--- src/rtl/bin_to_bcd_pkg.sv ---
// bin_to_bcd_pkg
//   Shared definitions for the sequential binary-to-BCD converter:
//   FSM state encoding and default width/digit counts.
package bin_to_bcd_pkg;

   localparam int DEF_WIDTH  = 12;
   localparam int DEF_DIGITS = 4;

   typedef enum logic [1:0] {
      IDLE  = 2'd0,
      SHIFT = 2'd1,
      DONE  = 2'd2
   } state_t;

endpackage

--- src/rtl/bcd_digit_adj.sv ---
// bcd_digit_adj
//   Double-dabble correction for one BCD digit: adds 3 when the digit is
//   5 or more, so the following left shift carries correctly into the next
//   decimal digit.
//   Ports:
//     din  - 4-bit scratch digit before correction
//     dout - 4-bit corrected digit
module bcd_digit_adj (
   input  logic [3:0] din,
   output logic [3:0] dout
);

   assign dout = (din >= 4'd5) ? din + 4'd3 : din;

endmodule

--- src/rtl/bin_to_bcd_seq.sv ---
// bin_to_bcd_seq
//   Sequential double-dabble binary-to-BCD converter. One bit is processed
//   per clock; a WIDTH-bit value takes WIDTH shift cycles plus one DONE
//   cycle, and the done pulse follows one cycle after DONE.
//   Ports:
//     clk     - clock, all state changes on the rising edge
//     rst_n   - asynchronous active-low reset
//     start   - conversion request, accepted only while idle
//     bin_in  - unsigned binary value, sampled on the accepting edge
//     busy    - high while a conversion is in progress (SHIFT or DONE)
//     done    - one-cycle pulse marking a new bcd_out
//     bcd_out - packed BCD result, digit 0 (units) in bits [3:0]
//   Legal only when 10**DIGITS > 2**WIDTH - 1.
module bin_to_bcd_seq
   import bin_to_bcd_pkg::*;
#(
   parameter int WIDTH  = DEF_WIDTH,
   parameter int DIGITS = DEF_DIGITS
) (
   input  logic                  clk,
   input  logic                  rst_n,
   input  logic                  start,
   input  logic [WIDTH-1:0]      bin_in,
   output logic                  busy,
   output logic                  done,
   output logic [4*DIGITS-1:0]   bcd_out
);

   localparam int CNT_W = $clog2(WIDTH + 1);
   localparam int CAT_W = 4*DIGITS + WIDTH;

   state_t                state;
   state_t                state_nxt;
   logic [WIDTH-1:0]      sreg;
   logic [4*DIGITS-1:0]   scratch;
   logic [4*DIGITS-1:0]   adj;
   logic [CNT_W-1:0]      cnt;
   logic [CAT_W-1:0]      shifted;

   for (genvar i = 0; i < DIGITS; i++) begin : g_adj
      bcd_digit_adj u_adj (
         .din  (scratch[4*i +: 4]),
         .dout (adj[4*i +: 4])
      );
   end

   // Corrected scratch digits and the remaining binary bits move left as one word.
   assign shifted = {adj, sreg} << 1;

   always_comb begin
      state_nxt = state;
      case (state)
         IDLE:    if (start) state_nxt = SHIFT;
         // cnt==1 means this edge performs the final shift.
         SHIFT:   if (cnt == CNT_W'(1)) state_nxt = DONE;
         DONE:    state_nxt = IDLE;
         default: state_nxt = IDLE;
      endcase
   end

   always_ff @(posedge clk or negedge rst_n) begin
      if (!rst_n) begin
         state   <= IDLE;
         busy    <= 1'b0;
         done    <= 1'b0;
         bcd_out <= '0;
         scratch <= '0;
         sreg    <= '0;
         cnt     <= '0;
      end else begin
         state <= state_nxt;
         busy  <= (state_nxt != IDLE);
         // Registered from the state so the pulse lands one cycle after DONE,
         // leaving the converter already idle when the result is announced.
         done  <= (state == DONE);
         case (state)
            IDLE: begin
               if (start) begin
                  sreg    <= bin_in;
                  scratch <= '0;
                  cnt     <= CNT_W'(WIDTH);
               end
            end
            SHIFT: begin
               {scratch, sreg} <= shifted;
               cnt             <= cnt - 1'b1;
               // Publish only the final scratch so intermediates never reach the output.
               if (state_nxt == DONE)
                  bcd_out <= shifted[CAT_W-1 -: 4*DIGITS];
            end
            default: ;
         endcase
      end
   end

endmodule

--- config.mk ---
export PLATFORM = sky130hd
export DESIGN_NAME = bin_to_bcd_seq
export DESIGN_NICKNAME = d
export VERILOG_FILES = /design/src/rtl/bin_to_bcd_pkg.sv /design/src/rtl/bcd_digit_adj.sv /design/src/rtl/bin_to_bcd_seq.sv
export SDC_FILE = /design/constraint.sdc
export NUM_CORES = 1
export LEC_CHECK = 0
export BUFFER_PORTS_ARGS = -buffer_cell sky130_fd_sc_hd__buf_2
export CAP_MARGIN = 20
export CORE_MARGIN = 2
export CORE_UTILIZATION = 51
export DETAILED_ROUTE_END_ITERATION = 8
export PLACE_DENSITY = 0.71
export SLEW_MARGIN = 10
export SYNTH_ARGS = -nofsm -noshare
export SYNTH_HDL_FRONTEND = slang
export SYNTH_HIERARCHICAL = 1
export SYNTH_SLANG_ARGS = --single-unit
--- constraint.sdc ---
create_clock -name clk -period 1.72 [get_ports clk]
set_input_delay 0.258 -clock clk [delete_from_list [all_inputs] [get_ports clk]]
set_output_delay 0.258 -clock clk [all_outputs]
set_load 0.05 [all_outputs]
---- Yosys cells after proc, flatten, opt, wreduce, memory -nomap -nowiden ----
Index checks and enable logic that the tools add are counted.
storage, ports and cells
  output and inout port bits .............. 18
  flip-flop bits (word level) ............. 52
  logic and storage cells ................. 39
operators by class
  equality and inequality tests ........... 5
  multiplexer cells ....................... 13
  reduce and logical (&&, ||, !) cells .... 5
  magnitude comparators ................... 4
  add/subtract/negate cells ............... 5
operators by type and width
  kind                                                                                  count
  16-bit case mux with 2 select lines                                                   1
  12-bit case mux with 2 select lines                                                   1
  4-bit by 3-bit greater-or-equal comparator with 1-bit output (second input constant)  4
  16-bit 2-to-1 mux                                                                     1
  4-bit 2-to-1 mux                                                                      4
  4-bit by 2-bit adder with 4-bit output (second input constant)                        3
  12-bit 2-to-1 mux                                                                     1
  4-bit case mux with 2 select lines                                                    1
  2-bit equality test (second input constant)                                           2
  4-bit by 1-bit equality test with 1-bit output (second input constant)                1
  2-bit 2-to-1 mux                                                                      2
  2-bit case mux with 2 select lines                                                    1
  2-bit AND reduction                                                                   2
  2-bit nonzero test                                                                    2
  4-bit by 1-bit subtractor with 4-bit output (second input constant)                   1
  3-bit by 2-bit adder with 3-bit output (second input constant)                        1
  3-bit 2-to-1 mux                                                                      1
  2-bit by 1-bit equality test with 1-bit output (second input constant)                1
  2-bit logical NOT                                                                     1
  2-bit inequality test (second input constant)                                         1

---- Depth between registers and ports, before layout ----
Gate-level depths: netlist of the first run.
  depth in word-level cells ............... 5
  depth in mapped cells ................... 6
  mapped depth without buffers ............ 6

---- Modules after synthesis ----
The synthesis of the first run kept the hierarchy.
by module, submodules not included
  module          area each (µm²)  instances  cells each  sequential area each (µm²)
  bin_to_bcd_seq  2052.0           1          158         1301.2
  bcd_digit_adj   101.3            4          16          0.0

---- Worst setup path before layout of the first run ----
Ideal clock, no wire load.
  path type ............................... register -> register
  start ................................... reg cnt[1]
  end ..................................... reg bcd_out[10]
  data arrival time ....................... 1522 ps
  stages on the path, launching flop included .. 7
  data required time ...................... 1595 ps
  buffers on the path ..................... 1
  period minus slack after synthesis ...... 1646 ps
  path slack .............................. 74 ps
  library setup time ...................... 125 ps
  cell sequence ........................... dfrtp_1 > inv_1 > ha_1 > nand2_1 > nor4_4 > buf_6 > mux2_2
between the ends
  word-level cells in the longest chain between the ends .. 5
RTL lines
  what                                            line                  source
  from (decl)                                     bin_to_bcd_seq.sv:37  logic [CNT_W-1:0] cnt;
  from (signal assigned)                          bin_to_bcd_seq.sv:81  cnt <= CNT_W'(WIDTH);
  from (signal assigned)                          bin_to_bcd_seq.sv:86  cnt <= cnt - 1'b1;
  4-bit by 1-bit equality test with 1-bit output  bin_to_bcd_seq.sv:55  SHIFT: if (cnt == CNT_W'(1)) state_nxt = DONE;
  2-bit 2-to-1 mux                                bin_to_bcd_seq.sv:55
  2-bit case mux with 2 select lines              bin_to_bcd_seq.sv:52  case (state)
  named net state_nxt[1]                          bin_to_bcd_seq.sv:33  state_t state_nxt;
  2-bit equality test                             bin_to_bcd_seq.sv:88  if (state_nxt == DONE)
  2-bit AND reduction (no source line)            -
  to (signal assigned)                            bin_to_bcd_seq.sv:89  bcd_out <= shifted[CAT_W-1 -: 4*DIGITS];
  to (decl)                                       bin_to_bcd_seq.sv:26  output logic [4*DIGITS-1:0] bcd_out
The timed path passes the listed nets, and every way through them passes these cells.
A chain may end at the register's enable or synchronous reset.

---- Worst setup path in the final report of the first run ----
  start ................................... reg cnt[1]
  end ..................................... reg bcd_out[2]
between the ends
  word-level cells in the longest chain between the ends .. 5
RTL lines
  what                                            line
  4-bit by 1-bit equality test with 1-bit output  bin_to_bcd_seq.sv:55
  2-bit 2-to-1 mux                                bin_to_bcd_seq.sv:55
  2-bit case mux with 2 select lines              bin_to_bcd_seq.sv:52
  2-bit equality test                             bin_to_bcd_seq.sv:88
  2-bit AND reduction (no source line)            -
No other way between the ends.

==> results.py, run 1 <==
metrics = {
    "final_layout": {
        "synthToLayoutAreaGrowth_pct": 14.07,
        "finish.instance_area_mm2": 0.002780,
        "final_util_pct": 59.65,
        "stdcell_count": 311,
        "diodes": 0,
        "nets": 282,
        "drive_above_1_share_pct": 27.24,
    },
    "drt": {
        "avgViaCountPerCell": 5.434,
        "highest_layer": "met4",
        "first_iter_violations": 101,
        "drc": 0,
        "met3WireLength_um": 156,
        "vias": 1690,
        "m1WireLength_mm": 2.044,
        "routedWlPerCell_um": 14.03,
        "routed_wl_mm": 4.362,
        "antenna_left": 0,
        "wl_met2_mm": 2.074,
        "first_pass_iters": 4,
    },
    "clocking": {
        "clk_pin_slew_ps": 90,
        "cts_setup_buffers": 0,
        "clockBufferDepth": 2,
        "cts_resized": 0,
        "clkSinkCount": 52,
        "cts_tree": "yes",
        "holdBufCountCts": 1,
        "cts.htree.levels": 2,
        "root_buffer": "clkbuf_8",
        "clkLatencyLatePin_ps": 310,
        "cts_made_buffers": 5,
    },
    "outcome": {
        "status": "finished clean",
    },
    "die": {
        "dieArea_mm2": 0.005348,
        "dieHeight_um": 73.13,
        "coreArea_mm2": 0.004661,
        "ioPinCount": 33,
        "std_cell_rows": 25,
        "die_w_um": 73.13,
        "start_util_pct": 52.30,
    },
    "sta": {
        "rsz0062_at_grt": "false",
        "slew_headroom_pct": 83.18,
        "finalSetupTns_ps": 0,
        "period_share_pct": 92.06,
        "maxSlewViolCount": 0,
        "finalSetupViolations": 0,
        "hold_violations": 0,
        "tightest_slew_ps": 245.3,
        "timing.fmax_ghz": 0.6316,
        "period_minus_slack_ps": 1583,
        "skew_ps": 5.064,
    },
    "worst_setup_path": {
        "max_stage_delay_ps": 390,
        "required_ps": 1920,
        "worstPathArrival_ps": 1780,
        "critPathBufInv": 2,
        "critPathKind": "reg2reg",
        "path_cells": "inv_1 > ha_1 > nand2_1 > nor4_4 > buf_4 > mux2_2",
        "worst_setup_path_end_kind": "flop",
        "crit_slowest_cell": "dfrtp_1",
        "path_delay_family": "flip-flops",
        "worst_setup_path_start_kind": "flop",
        "crit_path_max_fanout": 11,
    },
    "logic_synthesis": {
        "synth_nets": 243,
        "netlist_instances": 218,
        "yosys_warnings": 6,
        "synth_area_mm2": 0.002437,
        "synth.avg_cell_area_um2": 11.18,
    },
    "placement": {
        "gp_congestion": 0.7462,
        "placedCellCount": 303,
        "place_area_mm2": 0.002693,
        "io_buffers": 32,
        "dp_hpwl_mm": 3.021,
    },
    "grt": {
        "grt_overflow_total": 0,
        "grt_max_degree": 53,
        "grt_antenna_before_repair": 0,
        "grt_usage_pct": 18.41,
        "grt_pass1_vias": 1652,
        "grt_pass1_wl_mm": 7.472,
    },
    "worst_hold_path": {
        "hold_class": "in2reg",
    },
    "power_and_ir_drop": {
        "power.total_w": 0.005797,
        "power_density_mw_per_mm2": 2085,
        "total_leakage_power_nw": 1.368,
        "ir_worst_vdd_mv": 0.7404,
    },
    "flow_run": {
        "maxCapViolCount": 0,
    },
}
path summary, 6_finish.rpt:
path	start	to	slack (ps)	depth (start not counted)
hold / removal	bin_in[1]	sreg[1]	230	3
min in group asynchronous	rst_n	scratch[5]	460	3
setup reg to reg	cnt[1]	bcd_out[2]	140	6
hold reg to reg	sreg[7]	sreg[7]	490	2
setup / recovery	cnt[1]	bcd_out[2]	140	6
max in group asynchronous	rst_n	scratch[1]	1040	3
worst register-to-register path, stage by stage (launching register included):
cell	delay, ps
dfrtp_1	390
inv_1	90
ha_1	150
nand2_1	90
nor4_4	160
buf_4	250
mux2_2	350
sequential cells by signal, indices dropped and copies added, names as in the netlist:
register / flops
state: 2
bcd_out: 16
scratch: 16
busy: 1
sreg: 12
done: 1
cnt: 4
cells in the final DEF, fill, tap and decap left out, types with 3 or more instances in the layout:
cell,n
a21oi_2,4
a22o_1,16
a22oi_1,11
buf_2,32
buf_4,9
clkbuf_8,5
dfrtp_1,52
ha_1,10
inv_1,12
mux2_2,16
mux2i_1,4
nand2_1,30
nand2b_1,9
nor2_1,6
o21ai_0,18
o21ai_1,3
xnor2_1,4
report_power, final:
part / switching, W / internal, W / total, W
combinational: 0.00178 / 0.00120 / 0.00298
clock: 0.000391 / 0.000278 / 0.000669
sequential: 0.000402 / 0.00175 / 0.00215
metrics by stage:
| stage | hold slack, ps | worst slack [ps] |
|---|---|---|
| 2_1_floorplan | -37.59 | 73.56 |
| 3_3_place_gp | 273.0 | 198.3 |
| 3_5_place_dp | 268.9 | 150.2 |
| 4_1_cts | 235.8 | 129.4 |
| 5_1_grt | 246.5 | 27.59 |
| 6_report | 234.9 | 136.6 |
area by class of cell:
cell class	instances	area (µm²)
clock buffers	6	72.57
flip-flops and latches	52	1301
well taps	54	67.56
clock inverters	1	5.005
inverters	12	45.04
repair buffers	43	257.7
fillers	407	1881
multi-input cells	143	1031
routing by layer:
layer / vias to the layer above / track usage, %
met1: 821 / 23.90
met5: - / 0
li1: 832 / -
met3: 7 / 4.834
met2: 30 / 29.33
met4: 0 / 7.407
Power figures use the tool's default switching activity.
==> inputs of run 2 (changes only) <==
==> constraint.sdc (replaced) <==
create_clock -name clk -period 1.72 [get_ports clk]
set_input_delay 0.086 -clock clk [delete_from_list [all_inputs] [get_ports clk]]
set_output_delay 0.086 -clock clk [all_outputs]
set_load 0.05 [all_outputs]
==> results.py, run 2 (synthesized netlist as in run 1, its figures left out) <==
metrics = {
    "power_and_ir_drop": {
        "seqPwrFrac_pct": 36.9,
        "power_density_mw_per_mm2": 2077,
        "p_sw_share_pct": 43.66,
        "switchingPower_w": 0.002528,
        "comb_power_share_pct": 50.9,
        "ir_worst_vdd_mv": 0.9557,
        "pwr-share-clk_pct": 12.1,
        "total_leakage_power_nw": 1.373,
        "power.internal_w": 0.003262,
    },
    "worst_setup_path": {
        "worst_setup_path_end_kind": "flop",
        "worstPathArrival_ps": 1780,
        "required_ps": 1910,
        "crit_path_max_fanout": 11,
        "critPathKind": "reg2reg",
        "worst_setup_path_start_kind": "flop",
    },
    "sta": {
        "rsz0062_at_grt": "false",
        "maxSlewViolCount": 0,
        "timing.fmax_ghz": 0.6303,
        "hold_violations": 0,
        "slew_headroom_pct": 75.47,
        "skew_ps": 7.383,
        "timing.final.ws_setup_ps": 133.5,
        "period_share_pct": 92.24,
        "tightest_slew_ps": 367.9,
        "period_minus_slack_ps": 1587,
        "finalSetupViolations": 0,
        "finalSetupTns_ps": 0,
    },
    "final_layout": {
        "reg_top3": "bcd_out (16), scratch (16), sreg (12)",
        "synthToLayoutAreaGrowth_pct": 14.37,
        "final_cell_mix": "dfrtp_1 (52), buf_2 (32), nand2_1 (30)",
        "drive_above_1_share_pct": 27.41,
        "n_fill_cell": 402,
        "regArea_mm2": 0.001301,
        "nets": 283,
        "diodes": 0,
        "final_common_cell": "dfrtp_1",
        "multiInputGateArea_mm2": 0.001031,
    },
    "clocking": {
        "cts_resized": 0,
        "clkLatencyLatePin_ps": 300,
        "cts_made_buffers": 5,
        "clk_pin_slew_ps": 90,
        "root_buffer": "clkbuf_8",
        "clockBufferDepth": 2,
        "cts_tree": "yes",
        "clkSinkCount": 52,
        "holdBufCountCts": 1,
        "cts_setup_buffers": 0,
        "cts.htree.levels": 2,
    },
    "die": {
        "coreArea_mm2": 0.004661,
        "ioPinCount": 33,
        "std_cell_rows": 25,
        "start_util_pct": 52.30,
        "die_w_um": 73.13,
        "dieArea_mm2": 0.005348,
        "dieHeight_um": 73.13,
    },
    "grt": {
        "grt_overflow_total": 0,
        "grt_max_degree": 30,
        "grt_usage_pct": 18.05,
        "grt_pass1_vias": 1675,
        "grt_antenna_before_repair": 0,
        "grt_pass1_wl_mm": 7.541,
    },
    "drt": {
        "first_iter_violations": 119,
        "vias": 1669,
        "first_pass_iters": 4,
        "antenna_left": 0,
        "routed_wl_mm": 4.250,
        "routedWlPerCell_um": 13.58,
        "drc": 0,
        "avgViaCountPerCell": 5.332,
    },
    "placement": {
        "io_buffers": 32,
        "gp_congestion": 0.7590,
        "dp_slack_ps": 125.9,
        "dp_hpwl_mm": 3.012,
    },
    "outcome": {
        "status": "finished clean",
    },
    "flow_run": {
        "maxCapViolCount": 0,
    },
    "worst_hold_path": {
        "hold_class": "in2reg",
    },
}
## run 2: critical path: stages, from the launching register on
cell and delay (ps):
dfrtp_1 380, inv_1 90, ha_1 150, nand2_1 90, nor4_4 160, buf_4 250, mux2_2 360
## run 2: final timing paths
kind / startpoint / end / slack [ps] / depth (start not counted)
max in group asynchronous: rst_n / bcd_out[9] / 1130 / 3
worst max-delay path: cnt[1] / bcd_out[4] / 130 / 6
min in group asynchronous: rst_n / scratch[5] / 290 / 3
worst max register to register: cnt[1] / bcd_out[4] / 130 / 6
worst min register to register: sreg[10] / sreg[10] / 490 / 2
worst min-delay path: bin_in[2] / sreg[2] / 80 / 3
## run 2: metal layers
metal / GRT usage (%) / share of wire [%] / vias to the layer above
met5: 0 / 0 / -
met3: 4.282 / 4.1 / 7
met1: 24.32 / 49 / 795
met2: 28.13 / 46 / 31
met4: 7.202 / 1.6 / 0
li1: - / - / 836
## run 2: stage by stage
step           utilization (%)  cells  cell area, µm²  hold slack (ps)  power, W
2_1_floorplan                -    218            2437           -209.6  0.004466
3_3_place_gp             57.66    304            2688            93.56  0.005062
3_5_place_dp             57.66    304            2688            93.90  0.005148
4_1_cts                  59.81    313            2788            76.73  0.005862
5_1_grt                  59.81    313            2788            110.9  0.006276
6_report                 59.81    313            2788            79.57  0.005790
## run 2: area by class of cell
cell class | instances | area share [%]
clock buffers | 8 | 3.232
inverters | 12 | 1.616
well taps | 54 | 2.424
flip-flops and latches | 52 | 46.68
multi-input cells | 143 | 36.98
repair buffers | 44 | 9.066
## run 2: power groups by stage
stage	combinational (W)	sequential [W]	clock, W
finish	0.00295	0.00214	0.000703
global route	0.00330	0.00221	0.000767
CTS	0.00299	0.00215	0.000729
detailed placement	0.00298	0.00217	0
global placement	0.00291	0.00216	0
floorplan	0.00176	0.00271	0
